File: src/rtl/alu_acc_sequencer.sv
// Accumulator ALU behind a valid/ready command port and a valid/ready response port.
// Each command is accepted in IDLE, executed in EXEC and held in RESP until the consumer takes it.
module alu_acc_sequencer #(
  parameter logic [7:0] ACC_INIT = 8'h00
) (
  input  logic       clk,
  input  logic       rst_n,
  input  logic       in_valid,
  output logic       in_ready,
  input  logic [2:0] in_opcode,
  input  logic [7:0] in_operand,
  input  logic       in_load,
  input  logic       in_use_carry,
  output logic       out_valid,
  input  logic       out_ready,
  output logic [7:0] out_result,
  output logic       out_cout,
  output logic       out_zero,
  output logic       out_sign,
  output logic       out_overflow
);

  typedef enum logic [1:0] {IDLE, EXEC, RESP} state_t;

  state_t     state, next_state;
  logic [2:0] op_q;
  logic [7:0] operand_q;
  logic       load_q, use_carry_q;
  logic [7:0] acc;
  logic       c_flag;
  logic [8:0] sum;
  logic [7:0] res;
  logic       cin, cout, ovf;

  always_ff @(posedge clk or negedge rst_n) begin
    if (!rst_n) begin
      state     <= IDLE;
      in_ready  <= 1'b0;
      out_valid <= 1'b0;
    end else begin
      state     <= next_state;
      in_ready  <= (next_state == IDLE);
      out_valid <= (next_state == RESP);
    end
  end

  always_comb begin
    next_state = state;
    case (state)
      IDLE:    if (in_valid && in_ready) next_state = EXEC;
      EXEC:    next_state = RESP;
      RESP:    if (out_valid && out_ready) next_state = IDLE;
      default: next_state = IDLE;
    endcase
  end

  // Subtract is A + ~B + cin, so the default carry-in for sub is 1 (no borrow).
  always_comb begin
    cin  = use_carry_q ? c_flag : (op_q == 3'b001);
    sum  = 9'd0;
    res  = acc;
    cout = 1'b0;
    ovf  = 1'b0;
    if (load_q) begin
      res = operand_q;
    end else begin
      case (op_q)
        3'b000: begin
          sum  = {1'b0, acc} + {1'b0, operand_q} + {8'd0, cin};
          res  = sum[7:0];
          cout = sum[8];
          ovf  = (acc[7] == operand_q[7]) && (res[7] != acc[7]);
        end
        3'b001: begin
          sum  = {1'b0, acc} + {1'b0, ~operand_q} + {8'd0, cin};
          res  = sum[7:0];
          cout = sum[8];
          ovf  = (acc[7] != operand_q[7]) && (res[7] != acc[7]);
        end
        3'b010:  res = acc & operand_q;
        3'b011:  res = acc | operand_q;
        3'b100:  res = acc ^ operand_q;
        3'b101:  res = ~acc;
        3'b110:  res = acc + 8'd1;
        default: res = acc - 8'd1;
      endcase
    end
  end

  always_ff @(posedge clk or negedge rst_n) begin
    if (!rst_n) begin
      op_q         <= 3'd0;
      operand_q    <= 8'd0;
      load_q       <= 1'b0;
      use_carry_q  <= 1'b0;
      acc          <= ACC_INIT;
      c_flag       <= 1'b0;
      out_result   <= 8'd0;
      out_cout     <= 1'b0;
      out_zero     <= 1'b0;
      out_sign     <= 1'b0;
      out_overflow <= 1'b0;
    end else begin
      if (state == IDLE && in_valid && in_ready) begin
        op_q        <= in_opcode;
        operand_q   <= in_operand;
        load_q      <= in_load;
        use_carry_q <= in_use_carry;
      end
      if (state == EXEC) begin
        acc          <= res;
        out_result   <= res;
        out_cout     <= cout;
        out_zero     <= (res == 8'd0);
        out_sign     <= res[7];
        out_overflow <= ovf;
        // Only arithmetic commands produce a carry; everything else leaves C alone.
        if (!load_q && (op_q == 3'b000 || op_q == 3'b001))
          c_flag <= cout;
      end
    end
  end

endmodule

File: config.mk
export PLATFORM = sky130hd
export DESIGN_NAME = alu_acc_sequencer
export DESIGN_NICKNAME = d
export VERILOG_FILES = /design/src/rtl/alu_acc_sequencer.sv
export SDC_FILE = /design/constraint.sdc
export NUM_CORES = 1
export LEC_CHECK = 0
export CORE_ASPECT_RATIO = 0.8
export CORE_MARGIN = 2
export CORE_UTILIZATION = 30
export DETAILED_ROUTE_END_ITERATION = 7
export SLEW_MARGIN = 15
export SYNTH_ARGS = -nofsm -noshare
export SYNTH_HDL_FRONTEND = slang
export SYNTH_SLANG_ARGS = --single-unit
File: constraint.sdc
create_clock -name clk -period 5.7 [get_ports clk]
set_clock_uncertainty 0.2 [all_clocks]
set_input_delay 1.71 -clock clk [delete_from_list [all_inputs] [get_ports clk]]
set_output_delay 1.71 -clock clk [all_outputs]
set_load 0.005 [all_outputs]
# Yosys cells after proc, flatten, opt, wreduce, memory -nomap -nowiden
# Index checks and enable logic that the tools add are counted.
# Widths: inputs -> output; s select.
[totals]
latch_bits = 0
input_bits = 17
romBits = 0
out_inout_bits = 14
ramBits = 0
memories = 0
register_bits = 30
wordCells = 61
[op_classes]
n_mux = 10
n_mul = 0
n_shift = 0
magnitude_cmp = 0
reduce_logical = 14
n_eq_ne = 13
addsub = 6
n_div = 0
bitwise_logic = 5
[op_table]
columns = ["op", "n"]
rows = [
  ["$pmux 8 s7", 1],
  ["$add 8x8->9", 2],
  ["$add 9x1->9", 2],
  ["$not 8->8", 2],
  ["$eq 3x3->1 const B", 3],
  ["$add 8x1->8 const B", 1],
  ["$and 8x8->8", 1],
  ["$logic_not 8->1", 1],
  ["$mux 8", 1],
  ["$or 8x8->8", 1],
  ["$sub 8x1->8 const B", 1],
  ["$xor 8x8->8", 1],
  ["$logic_and 1x1->1", 7],
  ["$eq 3x2->1 const B", 2],
  ["$pmux 2 s3", 1],
  ["$eq 2x2->1 const B", 2],
  ["$logic_not 2->1", 2],
  ["$mux 2", 2],
  ["$pmux 1 s2", 2],
  ["$eq 3x1->1 const B", 1],
  ["$logic_not 3->1", 1],
  ["$mux 1", 3],
  ["$ne 1x1->1", 3],
  ["$eq 2x1->1 const B", 1],
  ["4 further kinds", 4],
]

# Longest topological paths before layout
[logic_depth]
word_depth = 7
depth_mapped = 14
depth_no_buf = 12

# Worst setup path after synthesis
# OpenSTA, ideal clock, no wires.
[synth_path]
path_type = "reg-to-reg"
start = "register op_q[2]"
end = "register acc[6]"
synth_period_minus_slack_ps = 3636
setup_time_ps = 125
arrival_ps = 3311
required_time_ps = 5375
setup_slack_ps = 2064
path_buffers = 2
path_stages_with_launch = 14
path_cell_list = "dfrtp_1 clkbuf_1 or2_2 clkbuf_1 o31ai_1 fa_1 fa_1 nand2b_1 a211oi_1 o311a_1 a31oi_1 mux2i_1 o32a_1 mux2_2"
[synth_between]
elab_chain_len = 5
word_cells_on_any_way = 12
cone_classes = "add/sub (2); eq/ne (6); mux (3); reduce/logical (1)"
[synth_lines]
columns = ["element", "line", "source"]
rows = [
  ["start: declaration", "26", "logic [2:0] op_q;"],
  ["start signal: assignment", "105", "op_q <= in_opcode;"],
  ["$eq 3x1->1", "-", ""],
  ["$mux 1", "59", "cin = use_carry_q ? c_flag : (op_q == 3'b001);"],
  ["$add 9x1->9, on equally long branches", "75, 69", ""],
  ["$pmux 8 s7 *", "67", "case (op_q)"],
  ["$mux 8 *", "64", "if (load_q) begin"],
  ["end signal: assignment", "111", "acc <= res;"],
  ["end: declaration", "29", "logic [7:0] acc;"],
]
# Mark *: on every way between the ends. The rest lies on a longest branch, timed or not.
# A chain may end at the register's enable or synchronous reset.

# Final worst setup path
[layout_path]
start = "register op_q[0]"
end = "register acc[6]"
# The elaborated chain is that of the path after synthesis.

==> summary.md <==
| Metric | Value |
|---|---|
| Status | finished, final reports clean |
| CP cell instances | inv_1 -> o31ai_1 -> fa_1 -> inv_1 -> fa_1 -> nand3b_1 -> a21oi_1 -> o21ai_0 -> a31oi_1 -> mux2i_1 -> o32a_1 -> mux2_2 |
| # H-tree levels | 2 |
| Global placement routability congestion | 0.884 |
| Nets | 407 |
| Die W | 112 µm |
| Mux contribution to synthesized area | 0.0549 |
| Sink Count | 29 |
| Final Hold Vio Count | 0 |
| # DRC | 0 |
| Clock Path Buffers | 2 |
| Reg clk slew, reported paths | 50 ps |
| Dpl hpwl | 6140 µm |
| Mapped Area | 2780 µm² |
| Top_reg_cell synth | dfrtp_1 |
| Yosys warnings | 0 |
| Synth Area in XOR/XNOR | 0.0189 |
| Unrepaired setup endpoints after global routing | false |
| Max Freq | 0.230 GHz |
| Cells after Synth | 331 |
| Unique masters post-synth | 56 |
| Post-cts gate resize count | 0 |
| CTS root buffer | clkbuf_16 |
| Number of global-route vias before repair | 2420 |
| Post-CTS Hold Buffers | 0 |
| Top Usage Layer GRT | met1 |
| R2r worst-path depth | 12 |
| Slowest CP cell | dfrtp_1 |
| Clock Latency Late Sink | 280 ps |
| # setup viols final | 0 |
| Post-synth EDFFs | 0 |
| Synth top area cells | dfrtp_1 (26%), ha_1 (13%), o21ai_0 (4.7%), inv_1 (4.3%), nand2_1 (4.3%) |
| Min-delay worst type | reg -> reg |
| Asr flop ratio synth | 1.00 |
| Leading area contributor after synthesis | dfrtp_1 |
| Met1 usage | 0.250 |
| Syn Nets | 382 |
| DR WL/cell | 16.9 µm |
| I/O pins | 31 |
| Setup Buffers After CTS | 0 |
| Slew HR | 0.417 |
| R2r endpoint | acc[6]$_DFFE_PN0P_ |
| Worst EP arrival | 4310 ps |
| Crit path capture type | flop |
| Adder-cell share of the synthesized area | 0.167 |
| WP buf/inv | 2 |
| Met3 Resource Use GR | 0.0405 |
| Reg-to-reg slack, setup | 1350 ps |
| TritonCTS Buffers | 5 |
| Largest net degree at the start of global routing | 30 |
| Post-synth top area share | 0.261 |
| CP required | 5660 ps |
| Worst Hold Path EP | out_cout$_DFFE_PN0P_ |
| CP delay by family, top | compound AO/OA/AOI/OAI gates |
| CTS tree | yes |
| Remaining Overflow, GRT | 0 |
| Crit path max fanout | 28 |
| N_diodes | 0 |
| Global-route wire length before repair | 13000 µm |
| Critical path type | reg -> reg |
| DIE AREA | 10100 µm² |
| Critical R2R Launch | op_q[0]$_DFFE_PN0P_ |
| Fin crit share | 0.763 |
| Slew at the pin closest to its max-slew limit | 874 ps |
| Detailed Route WL | 7990 µm |
| Max-Cap Viols | 0 |
| Fill count | 935 |
| Critical path's largest stage delay | 910 ps |
| Yosys reg bits | 29 |
| ANT nets after route | 0 |
| Initial antenna violation count | 0 |
| Mean Syn Cell Area | 8.40 µm² |
| PortBufs | 30 |
| Area of the multi-input gates | 1870 µm² |
| Die height | 90.1 µm |
| Post-synthesis sequential area ratio | 0.261 |
| Post-synthesis simple-gate area fraction | 0.179 |
| Cells on Worst Hold Path | 2 |
| Via count | 2530 |
| FP Rows | 31 |
| DRT Pass-1 Iters | 4 |
| Register area | 726 µm² |
| Initial DRC count | 271 |
| Global-route usage over all layers | 0.160 |
| Fin crit period | 4350 ps |
| Synthesis-to-finish area growth | 20.5% |
| Initial Utilization | 0.307 |
| Crit path launch type | flop |
| Core footprint | 9040 µm² |
| Fin Setup TNS | 0 ps |
| Vias per cell | 5.36 |
| Largest family of logic cells by synthesized area | compound AO/OA/AOI/OAI gates |
| Synth Area in Compound Gates | 0.251 |
| Commonest non-fill, non-tap cells in the layout | inv_1 (32), nand2_1 (32), clkdlybuf4s50_1 (30), ha_1 (29), dfrtp_1 (29) |
| Slew Limit Fails | 0 |
| Fraction of layout cells with a size suffix above 1 | 0.0784 |
| Met2 usage | 0.225 |
| Hold Startpoint | out_cout$_DFFE_PN0P_ |
-- per-layer routing --
layer  up-vias  part of all wire
li1       1242                 -
met1      1201              0.51
met2        87              0.41
met3         0             0.081
met4         0                 0
met5         -                 0
-- synth_stat cells (2+ instances only) --
master	count
nand3b_1	2
nand2b_1	8
a21o_1	2
a21boi_0	2
ha_1	29
a22o_1	2
xnor2_1	6
nand2_1	32
a211oi_1	4
nor3_1	8
and2_1	2
mux2_2	8
o21ai_0	26
clkbuf_1	11
nor2_1	22
a31oi_1	6
nand3_1	4
a311o_1	2
a21oi_1	12
buf_1	2
a32o_1	2
dfrtp_1	29
o21bai_1	3
inv_1	32
o211a_1	2
o2bb2ai_1	2
nor3b_1	4
o211ai_1	3
o31ai_1	6
or2_2	3
a2111oi_0	2
o311ai_0	3
nand4b_1	3
mux2i_1	4
o22ai_1	3
o41ai_1	3
a221oi_1	5
o21a_1	2
fa_1	5
nor2b_1	8
buf_2	2
-- cells by family (layout without fill, tap and decap cells) --
logic type                 Yosys count  count (layout)
DFF                                 29              29
buffers and inverters               49              75
adders and majority gates           34              34
muxes                               13              13
xor gates and xnor gates             6               6
and+or+nand+nor                    100             100
AOI/OAI and AO/OA                  100             100
-- registers in the layout, indices dropped and copies added, names as in the netlist --
signal        flops
operand_q         8
use_carry_q       1
out_overflow      1
state             2
acc               7
in_ready          1
out_valid         1
out_cout          1
out_zero          1
op_q              3
out_sign          1
load_q            1
c_flag            1
-- how the worst max path moves through the flow --
stage	start	end	cells after the start	slack (ps)
5_1_grt	op_q[0]$_DFFE_PN0P_	acc[6]$_DFFE_PN0P_	12	980
3_5_place_dp	op_q[0]$_DFFE_PN0P_	out_zero$_DFFE_PN0P_	12	1430
2_1_floorplan	op_q[2]$_DFFE_PN0P_	acc[6]$_DFFE_PN0P_	13	2060
4_1_cts	op_q[0]$_DFFE_PN0P_	out_zero$_DFFE_PN0P_	12	1440
3_3_place_gp	op_q[0]$_DFFE_PN0P_	out_zero$_DFFE_PN0P_	12	1550
6_report	op_q[0]$_DFFE_PN0P_	acc[6]$_DFFE_PN0P_	12	1350
-- stage by stage --
step / area (µm²) / instances / hold WS, ps / utilization / worst slack, ps
2_1_floorplan: 2780 / 331 / 265 / - / 2060
4_1_cts: 3350 / 472 / 277 / 0.371 / 1440
3_3_place_gp: 3190 / 464 / 282 / 0.353 / 1550
6_report: 3350 / 472 / 277 / 0.371 / 1350
5_1_grt: 3350 / 472 / 294 / 0.371 / 979
3_5_place_dp: 3190 / 464 / 266 / 0.353 / 1430
-- tightest hold or removal path, cell delays in order, from the launching register on --
cell	delay (ps)
dfrtp_1	340
nand2_1	50
o41ai_1	60
-- cell type report --
cell class,count,share of cell area
Inverter,33,0.0370
Timing Repair Buffer,34,0.0986
Clock inverter,1,0.00149
Sequential cell,29,0.217
Clock buffer,7,0.0456
Tap cell,115,0.0430
Multi-Input combinational cell,253,0.558
Power is left out: the tool's default activity adds up to more than one toggle a clock period on the data nets, which glitch-free logic cannot reach.
